===== config.mk =====
export PLATFORM = sky130hd
export DESIGN_NAME = ysyx_22051086_trap_ctrl
export DESIGN_NICKNAME = d
export VERILOG_FILES = /design/src/rtl/ysyx_22051086_trap_ctrl.sv
export SDC_FILE = /design/constraint.sdc
export NUM_CORES = 1
export LEC_CHECK = 0
export CAP_MARGIN = 20
export CELL_PAD_IN_SITES_DETAIL_PLACEMENT = 0
export CELL_PAD_IN_SITES_GLOBAL_PLACEMENT = 1
export CORE_AREA = 2 2 198 200
export DETAILED_ROUTE_END_ITERATION = 8
export DIE_AREA = 0 0 200 202
export HOLD_SLACK_MARGIN = 0.05
export PLACE_DENSITY_LB_ADDON = 0.12
export SLEW_MARGIN = 20
export SYNTH_ARGS = -nofsm -noshare
export SYNTH_HDL_FRONTEND = slang
export SYNTH_SLANG_ARGS = --single-unit

===== constraint.sdc =====
create_clock -name clk -period 4.1 [get_ports clk]
set_input_delay 0.82 -clock clk [delete_from_list [all_inputs] [get_ports clk]]
set_output_delay 0.82 -clock clk [all_outputs]
set_load 0.01 [all_outputs]

===== src/rtl/ysyx_22051086_trap_ctrl.sv =====
// ysyx_22051086_trap_ctrl: sequences Zicsr ops, ecall trap entry and mret against the machine CSR file,
// one instruction at a time, returning the old CSR value and a PC redirect.
module ysyx_22051086_trap_ctrl (
    input  logic        clk,
    input  logic        rst,
    input  logic        in_valid,
    output logic        in_ready,
    input  logic [63:0] pc,
    input  logic        is_csr,
    input  logic        is_ecall,
    input  logic        is_mret,
    input  logic [2:0]  funct3,
    input  logic [11:0] csr_addr,
    input  logic [63:0] rs1_data,
    input  logic [4:0]  zimm,
    input  logic        src_zero,
    input  logic        rd_nz,
    output logic        rd_wen,
    output logic [63:0] rd_data,
    output logic        redirect_valid,
    output logic [63:0] redirect_pc,
    output logic        done,
    output logic [11:0] csr_rnum,
    input  logic [63:0] csr_rdata,
    output logic [11:0] csr_wnum,
    output logic        csr_wen,
    output logic [63:0] csr_wdata,
    output logic [63:0] csr_wmask,
    output logic        ecall
);
    typedef enum logic [2:0] {IDLE, CSR_OP, EC_SAVE, EC_STAT, EC_VEC, MR_STAT, MR_EPC} state_t;
    state_t      state_q, state_d;
    logic [2:0]  funct3_q;
    logic [11:0] addr_q;
    logic [63:0] rs1_q;
    logic [4:0]  zimm_q;
    logic        src_zero_q, rd_nz_q;
    logic [63:0] src;
    logic [1:0]  op;
    logic        op_wr;
    // The CSR file takes MEPC straight from the pc bus during the ecall pulse.
    logic        unused_pc;
    assign unused_pc = ^pc;
    assign src   = funct3_q[2] ? {59'b0, zimm_q} : rs1_q;
    assign op    = funct3_q[1:0];
    assign op_wr = op == 2'b01 || (op != 2'b00 && !src_zero_q);
    always_ff @(posedge clk) begin
        state_q <= rst ? IDLE : state_d;
        if (in_valid && in_ready) begin
            funct3_q   <= funct3;
            addr_q     <= csr_addr;
            rs1_q      <= rs1_data;
            zimm_q     <= zimm;
            src_zero_q <= src_zero;
            rd_nz_q    <= rd_nz;
        end
    end
    always_comb begin
        state_d        = state_q;
        in_ready       = 1'b0;
        rd_wen         = 1'b0;
        rd_data        = '0;
        redirect_valid = 1'b0;
        redirect_pc    = '0;
        done           = 1'b0;
        csr_rnum       = '0;
        csr_wnum       = '0;
        csr_wen        = 1'b0;
        csr_wdata      = '0;
        csr_wmask      = '0;
        ecall          = 1'b0;
        if (!rst) begin
            case (state_q)
                IDLE: begin
                    in_ready = 1'b1;
                    if (in_valid)
                        state_d = is_ecall ? EC_SAVE : is_mret ? MR_STAT : is_csr ? CSR_OP : IDLE;
                end
                CSR_OP: begin
                    csr_rnum  = addr_q;
                    csr_wen   = op_wr;
                    csr_wnum  = op_wr ? addr_q : '0;
                    csr_wdata = !op_wr ? '0 : op == 2'b01 ? src : op == 2'b10 ? csr_rdata : csr_rdata & ~src;
                    csr_wmask = (op_wr && op == 2'b10) ? src : '0;
                    rd_wen    = rd_nz_q && op != 2'b00;
                    rd_data   = op != 2'b00 ? csr_rdata : '0;
                    done      = 1'b1;
                    state_d   = IDLE;
                end
                EC_SAVE: begin
                    ecall   = 1'b1;
                    state_d = EC_STAT;
                end
                EC_STAT: begin
                    // MPIE <= MIE, MIE <= 0, MPP <= M
                    csr_rnum  = 12'h300;
                    csr_wen   = 1'b1;
                    csr_wnum  = 12'h300;
                    csr_wdata = {csr_rdata[63:13], 2'b11, csr_rdata[10:8], csr_rdata[3],
                                 csr_rdata[6:4], 1'b0, csr_rdata[2:0]};
                    state_d   = EC_VEC;
                end
                EC_VEC: begin
                    csr_rnum       = 12'h305;
                    redirect_valid = 1'b1;
                    redirect_pc    = {csr_rdata[63:2], 2'b00};
                    done           = 1'b1;
                    state_d        = IDLE;
                end
                MR_STAT: begin
                    // MIE <= MPIE, MPIE <= 1, MPP <= U
                    csr_rnum  = 12'h300;
                    csr_wen   = 1'b1;
                    csr_wnum  = 12'h300;
                    csr_wdata = {csr_rdata[63:13], 2'b00, csr_rdata[10:8], 1'b1,
                                 csr_rdata[6:4], csr_rdata[7], csr_rdata[2:0]};
                    state_d   = MR_EPC;
                end
                MR_EPC: begin
                    csr_rnum       = 12'h341;
                    redirect_valid = 1'b1;
                    redirect_pc    = csr_rdata;
                    done           = 1'b1;
                    state_d        = IDLE;
                end
                default: state_d = IDLE;
            endcase
        end
    end
endmodule


# [After elaboration in Yosys (flattened, before gate mapping)]
# Index checks and enable logic that the tools add are counted.
# Widths: inputs -> output; s select.
[totals] ff_bits=89 inputBits=220
[classes] eq_ne=9 muxes=36 n_bitwise=2 reduce_logical=11
[op_table] cell="$mux 64" count=12
[op_table] cell="$pmux 64 s3" count=1
[op_table] cell="$pmux 64 s2" count=1
[op_table] cell="$and 64x64->64" count=1
[op_table] cell="$not 64->64" count=1
[op_table] cell="$pmux 12 s4" count=1
[op_table] cell="$mux 12" count=3
[op_table] cell="$pmux 12 s2" count=1
[op_table] cell="$mux 1" count=12
[op_table] cell="$pmux 3 s4" count=1
[op_table] cell="$eq 3x3->1 const B" count=3
[op_table] cell="$mux 3" count=3
[op_table] cell="$eq 3x2->1 const B" count=2
[op_table] cell="$logic_and 1x1->1" count=4
[op_table] cell="$reduce_or 2->1" count=2
[op_table] cell="$eq 3x1->1 const B" count=1
[op_table] cell="$logic_not 3->1" count=1
[op_table] cell="$reduce_or 3->1" count=1
[op_table] cell="$eq 2x1->1 const B" count=1
[op_table] cell="$eq 2x2->1 const B" count=1
[op_table] cell="$ne 2x2->1 const B" count=1
[op_table] cell="$pmux 1 s2" count=1
[op_table] cell="$reduce_bool 2->1" count=1
[op_table] cell="$logic_not 1->1" count=1
[op_table] cell="$logic_or 1x1->1" count=1

# [Logic depth before layout (Yosys ltp)]
# Gate-level depths: netlist of run 1.
[logic_depth] word_depth=8 mapped_depth=8

# [Least setup slack after synthesis of run 1]
# No wires, ideal clock.
[synth_timing] path_kind="input-to-reg" from="in rst" to="reg addr_q[0] (enable)" arrival_time_ps=3484 required_time_ps=3646 setup_slack_ps=163 cell_stages=3 n_path_buf=1 path_cell_list="buf_2 > nor4_1 > and2_1"
[synth_between] elab_chain_cells=2
[synth_rtl] item="start, declared" line_no="5" text="input logic rst,"
[synth_rtl] item="$mux 1" line_no="72" text="if (!rst) begin"
[synth_rtl] item="via in_ready" line_no="7" text="output logic in_ready,"
[synth_rtl] item="$logic_and 1x1->1" line_no="49" text="if (in_valid && in_ready) begin"
[synth_rtl] item="end signal, assigned" line_no="51" text="addr_q <= csr_addr;"
[synth_rtl] item="end, declared" line_no="34" text="logic [11:0] addr_q;"
# The timed path passes the listed nets, and every way through them passes these cells.
# A chain may end at the register's enable or synchronous reset.

# [Worst setup path after layout of run 1]
[layout_timing] from="in rst" to="out rd_data[23]"
[layout_between] elab_chain_cells=1
[layout_rtl] item="$mux 64" line_no="72"
[layout_rtl] item="end, declared" line_no="19" text="output logic [63:0] rd_data,"
# No other way between the ends.

==> out/results.tsv, run 1 <==
metric	value	unit
die_w	200	um
syn_to_final_growth	87.6	%
synth_cell_types	39	
h-tree-depth	3	
max_slew_margin	53.4	%
cp_max_fo	38	
syn_area	6190	um2
ys_ff_latch	89	
min_period	3960	ps
setup_violations	0	
preCtsSetupSlack	138	ps
drv_slew	0	
tightest_slew	698	ps
status	finished, final reports clean	
ys.warnings.count	0	
place_congestion	0.725	
worstPathRequired	3280	ps
io_pins	506	
hold_path_class	reg -> reg	
fmax	0.252	GHz
start_kind	input pin	
ys_async_sr_fraction	0	%
hold_viol	0	
yosys-top-cells-area	edfxtp_1, and2_1, nor2_1	
fp.dieH	202	um
yosys.area_share.simple	33.1	%
tritoncts.num_buffers	9	
netlist.area_leader.share	41.7	%
drt_pass1_iterations	5	
grt_pass1_wl	45.4	mm
synthesis.area_per_instance	8.35	um2
path_clk_slew	70	ps
synthFlopType	edfxtp_1	
post_cts_resized	0	
grt_start_max_net_pins	78	
diodes	0	
grt_pass1_vias	6885	
rsz0062_at_grt	no	
rows	72	
finalWirelength	31.4	mm
peakVddDrop	0.191	mV
clkLatencyLatePin	360	ps
power_density	220	nW/um2
portBuffers	441	
nFillCells	4082	
grt_overflow_total	0	
holdBufCountCts	0	
synth_top_family_by_area	simple AND/OR/NAND/NOR gates	
netlist_top_cells_count	nor2_1, edfxtp_1, and2_1	
drive_above_1_share	5.10	%
synth-edff-count	86	
syn_inst	741	
root_buffer	clkbuf_16	
yosys.area.top_type	edfxtp_1	
track_usage	15.2	%
viasPerCell	4.08	
multi_input_area	3000	um2
end_kind	primary output	
ant_nets	0	
cts_tree	done	
arrival	3140	ps
antenna_found_initial	1	
syn-num-nets	961	
synth_mux_area_share	1.38	%
synth-compound-area-share	13.7	%
via_count	6826	
cap_violations	0	
cts_sinks	89	
cts_setup_buffers	0	
skew	6.56	ps
timing.setup.tns	0	ps
finalCritPeriodShare	96.6	%
setup_slack	138	ps
drt_iter0_drc	317	
yosysSeqAreaShare	42.7	%
synthAdderAreaFrac	0	%
post-dp-hpwl	23.1	mm
core	38300	um2
avgRoutedWirePerCell	18.8	um
nets	1372	
initial_core_util	16.2	%
post-synth-top-count-cell	nor2_1	
register_area	2640	um2
path_class	in -> out	
die_area	40400	um2
route.detailed.drc	0	
synth_xor_xnor_area_share	0	%
cellLeakagePower	4.15	nW
clockBufferDepth	2	
-- metal layers --
layer,global-route usage [%],up-vias,wire [um]
met5,0,-,13
met2,27.3,257,15900
met3,3.25,19,2240
met1,17.9,3209,12800
met4,4.31,2,452
li1,-,3339,-
-- cells in the final DEF, fill, tap and decap left out, drive strengths merged, types with 2 or more instances in the layout --
| cell type | netlist | routed |
|---|---|---|
| o21ai | 6 | 6 |
| and2 | 74 | 74 |
| a21oi | 67 | 67 |
| nor2 | 121 | 121 |
| o21bai | 2 | 2 |
| o22ai | 60 | 60 |
| a21o | 2 | 2 |
| mux2 | 4 | 4 |
| and3b | 2 | 2 |
| mux2i | 4 | 4 |
| clkdlybuf4s50 | 0 | 441 |
| nor3 | 2 | 2 |
| clkbuf | 47 | 9 |
| nand3b | 55 | 55 |
| nand2b | 63 | 63 |
| edfxtp | 86 | 86 |
| bufinv | 0 | 2 |
| nor2b | 6 | 6 |
| buf | 22 | 28 |
| nand2 | 16 | 16 |
| and3 | 20 | 20 |
| clkinvlp | 0 | 2 |
| inv | 62 | 64 |
| nor4b | 3 | 3 |
| dfxtp | 3 | 3 |
| o21a | 2 | 2 |
-- power by group --
group,internal [mW],switching [mW]
clock network,0.541,0.419
registers,1.05,0.0287
logic,0.283,0.227
total,1.88,0.674
-- registers in the layout, summed over array words and instances, names as in the netlist --
name and count:
addr_q 12, funct3_q 3, state_q 3, zimm_q 5, rd_nz_q 1, src_zero_q 1
rs1_q 64
-- stage by stage --
| stage | utilization [%] | instances | power [mW] | instance area, um2 | hold WS (ps) |
|---|---|---|---|---|---|
| 2_1_floorplan | - | 741 | 1.29 | 6190 | 585 |
| 3_3_place_gp | 29.5 | 1659 | 1.62 | 11300 | 716 |
| 3_5_place_dp | 29.5 | 1659 | 1.62 | 11300 | 698 |
| 4_1_cts | 30.3 | 1675 | 2.61 | 11600 | 714 |
| 5_1_grt | 30.3 | 1675 | 2.68 | 11600 | 777 |
| 6_report | 30.3 | 1675 | 2.55 | 11600 | 727 |
-- kinds of logic after synthesis --
kind of cell | after synthesis
and+or+nand+nor | 367
muxes | 8
buffers and inverters | 131
DFF | 89
AOI/OAI and AO/OA | 146
-- critical path, cell delays in order --
cell             delay (ps)
clkdlybuf4s50_1         480
nor4b_4                 250
buf_4                   270
o21a_2                  190
buf_12                  200
buf_12                  190
and2_1                  150
clkdlybuf4s50_1         530
-- final cells by class --
class / count / share of cell area, %
inverters: 62 / 2.00
repair buffers: 469 / 41.0
flip-flops and latches: 89 / 22.8
clock buffers: 9 / 1.94
multi-input cells: 521 / 25.8
well taps: 518 / 5.58
clock inverters: 7 / 0.873
-- path summary, 6_finish.rpt --
kind                            startpoint           to  slack [ps]  cells after the start
worst max-delay path                   rst  rd_data[23]         140                      8
worst min-delay path            state_q[1]   state_q[1]         730                      3
worst max register to register  state_q[2]    rs1_q[40]        1870                      3
worst min register to register  state_q[1]   state_q[1]         730                      3
No activity file was read; power rests on OpenSTA's default activity.
==> run 2: changes to the inputs <==
- ABC_AREA: unset -> 1
- SLEW_MARGIN: 20 -> 0
==> out/results.tsv, run 2 <==
metric	value	unit	change
ys.warnings.count	0		unchanged
ys_async_sr_fraction	0	%	unchanged
netlist_top_cells_count	nand2_1, nor2_1, inv_1		
max_slew_margin	39.0	%	-14 points
initial_core_util	18.1	%	+2.0 points
syn_area	6940	um2	+12%
h-tree-depth	3		unchanged
fp.dieH	202	um	unchanged
grt_start_max_net_pins	70		-10%
path_class	in -> out		
finalWirelength	33.4	mm	+6.2%
grt_pass1_vias	7987		+16%
timing.setup.tns	0	ps	unchanged
tightest_slew	914	ps	+216 ps
track_usage	16.3	%	+1.1 points
post-synth-top-count-cell	nand2_1		
setup_violations	0		unchanged
avgRoutedWirePerCell	16.4	um	-13%
die_w	200	um	unchanged
core	38300	um2	unchanged
skew	12.3	ps	+5.79 ps
drv_slew	0		unchanged
final_cell_mix	clkdlybuf4s50_1, nand2_1, nor2_1		
via_count	8240		+21%
cp_max_fo	37		-2.6%
synth-edff-count	86		unchanged
antenna_found_initial	2		+1
top_register	rs1_q		
min_period	3690	ps	-269 ps
syn_inst	1115		+50%
root_buffer	clkbuf_16		
hold_path_class	reg -> reg		
cts_setup_buffers	0		unchanged
clkLatencyLatePin	360	ps	about the same
rows	72		unchanged
die_area	40400	um2	unchanged
rsz0062_at_grt	no		
cp_top_family	buffers and inverters		
viasPerCell	4.05		-0.64%
fin_util	31.7	%	+1.4 points
worstPathRequired	3280	ps	about the same
drt_iter0_drc	353		+11%
place_congestion	0.736		+1.5%
clockBufferDepth	2		unchanged
crit_buf_inv	5		unchanged
peakVddDrop	0.153	mV	-20%
yosys.area.top_type	edfxtp_1		
cts_sinks	89		unchanged
cts_tree	done		
holdBufCountCts	0		unchanged
io_pins	506		unchanged
nFillCells	4232		+3.7%
status	finished, final reports clean		
grt_overflow_total	0		unchanged
final_common_cell	clkdlybuf4s50_1		
largest_register_ffs	64		unchanged
ant_nets	0		unchanged
multi_input_area	3310	um2	+10%
start_kind	input pin		
portBuffers	441		unchanged
post-dp-hpwl	24.5	mm	+5.8%
drive_above_1_share	3.50	%	-1.6 points
cap_violations	0		unchanged
syn_to_final_growth	74.8	%	
netlist.area_leader.share	37.2	%	-4.5 points
ys_ff_latch	89		unchanged
end_kind	primary output		
synth_cell_types	26		-33%
finalCritPeriodShare	90.1	%	-6.6 points
path_clk_slew	80	ps	about the same
synthesis.area_per_instance	6.22	um2	-25%
drt_pass1_iterations	5		unchanged
design_area	12100	um2	+4.5%
register_area	2640	um2	unchanged
syn-num-nets	1335		+39%
nets	1731		+26%
placed_cell_area	11800	um2	+4.9%
tritoncts.num_buffers	9		unchanged
arrival	2870	ps	-270 ps
post_cts_resized	0		unchanged
yosysSeqAreaShare	38.1	%	-4.6 points
slowest_delay	550	ps	+20 ps
critical_path.cell_chain	buf_4 -> inv_1 -> nand2_2 -> a21oi_2 -> inv_2 -> buf_12 -> nor2_1 -> clkdlybuf4s50_1		
power_density	215	nW/um2	-2.0%
yosys-top-cells-area	edfxtp_1, nand2_1, nor2_1		
fmax	0.271	GHz	+7.3%
cp_slowest_cell	clkdlybuf4s50_1		
hold_viol	0		unchanged
top_regs	rs1_q: 64 flops, addr_q: 12 flops, zimm_q: 5 flops		
synthFlopType	edfxtp_1		
cellLeakagePower	4.92	nW	+19%
route.detailed.drc	0		unchanged
grt_pass1_wl	49.5	mm	+9.0%
==> run 2: cell families (layout without fill, tap and decap cells) <==
logic type	Yosys count	after routing	share of synthesized area, %
AO/OA/AOI/OAI	86	86	6.36
flip-flops	89	89	38.1
other	0	1	0
AND/OR/NAND/NOR	706	706	40.9
buffers and inverters	234	635	14.6
==> run 2: power breakdown <==
group          switching, mW  internal (mW)  total (mW)
clock network          0.429          0.431       0.859
registers             0.0170           1.06        1.08
logic                  0.369          0.307       0.676
==> run 2: worst min-delay path, cell delays in order, from the launching register on <==
cell and delay [ps]:
dfxtp_1 370, nand3_1 130, a21oi_1 70
==> run 2: worst paths after layout <==
check / from / to / slack, ps / depth (start not counted)
hold reg to reg: state_q[1] / state_q[0] / 610 / 2
hold / removal: state_q[1] / state_q[0] / 610 / 2
setup reg to reg: state_q[0] / rs1_q[60] / 1940 / 5
setup / recovery: rst / rd_data[5] / 410 / 8
==> run 2: final cells by class <==
type / instances / share of cell area [%]
Timing Repair Buffer: 459 / 38.2
Multi-Input combinational cell: 792 / 27.3
Sequential cell: 89 / 21.8
Tap cell: 518 / 5.34
Inverter: 160 / 4.95
Clock buffer: 9 / 1.86
Clock inverter: 7 / 0.588
Antenna cell: 1 / 0.0206
==> run 2: through the flow <==
| stage | setup WS [ps] | cells | hold WS, ps | power (mW) |
|---|---|---|---|---|
| floorplan | 620 | 1115 | 547 | 1.42 |
| global placement | 357 | 2018 | 623 | 1.79 |
| detailed placement | 356 | 2018 | 592 | 1.79 |
| CTS | 351 | 2034 | 606 | 2.67 |
| global route | 208 | 2035 | 646 | 2.77 |
| finish | 407 | 2035 | 607 | 2.61 |
==> run 2: routing by layer <==
layer	GRT usage [%]	wire (um)	vias to the layer above
met4	3.44	338	0
met3	3.95	2380	12
li1	-	-	4246
met2	28.8	16700	252
met5	0	0	-
met1	19.9	14000	3730
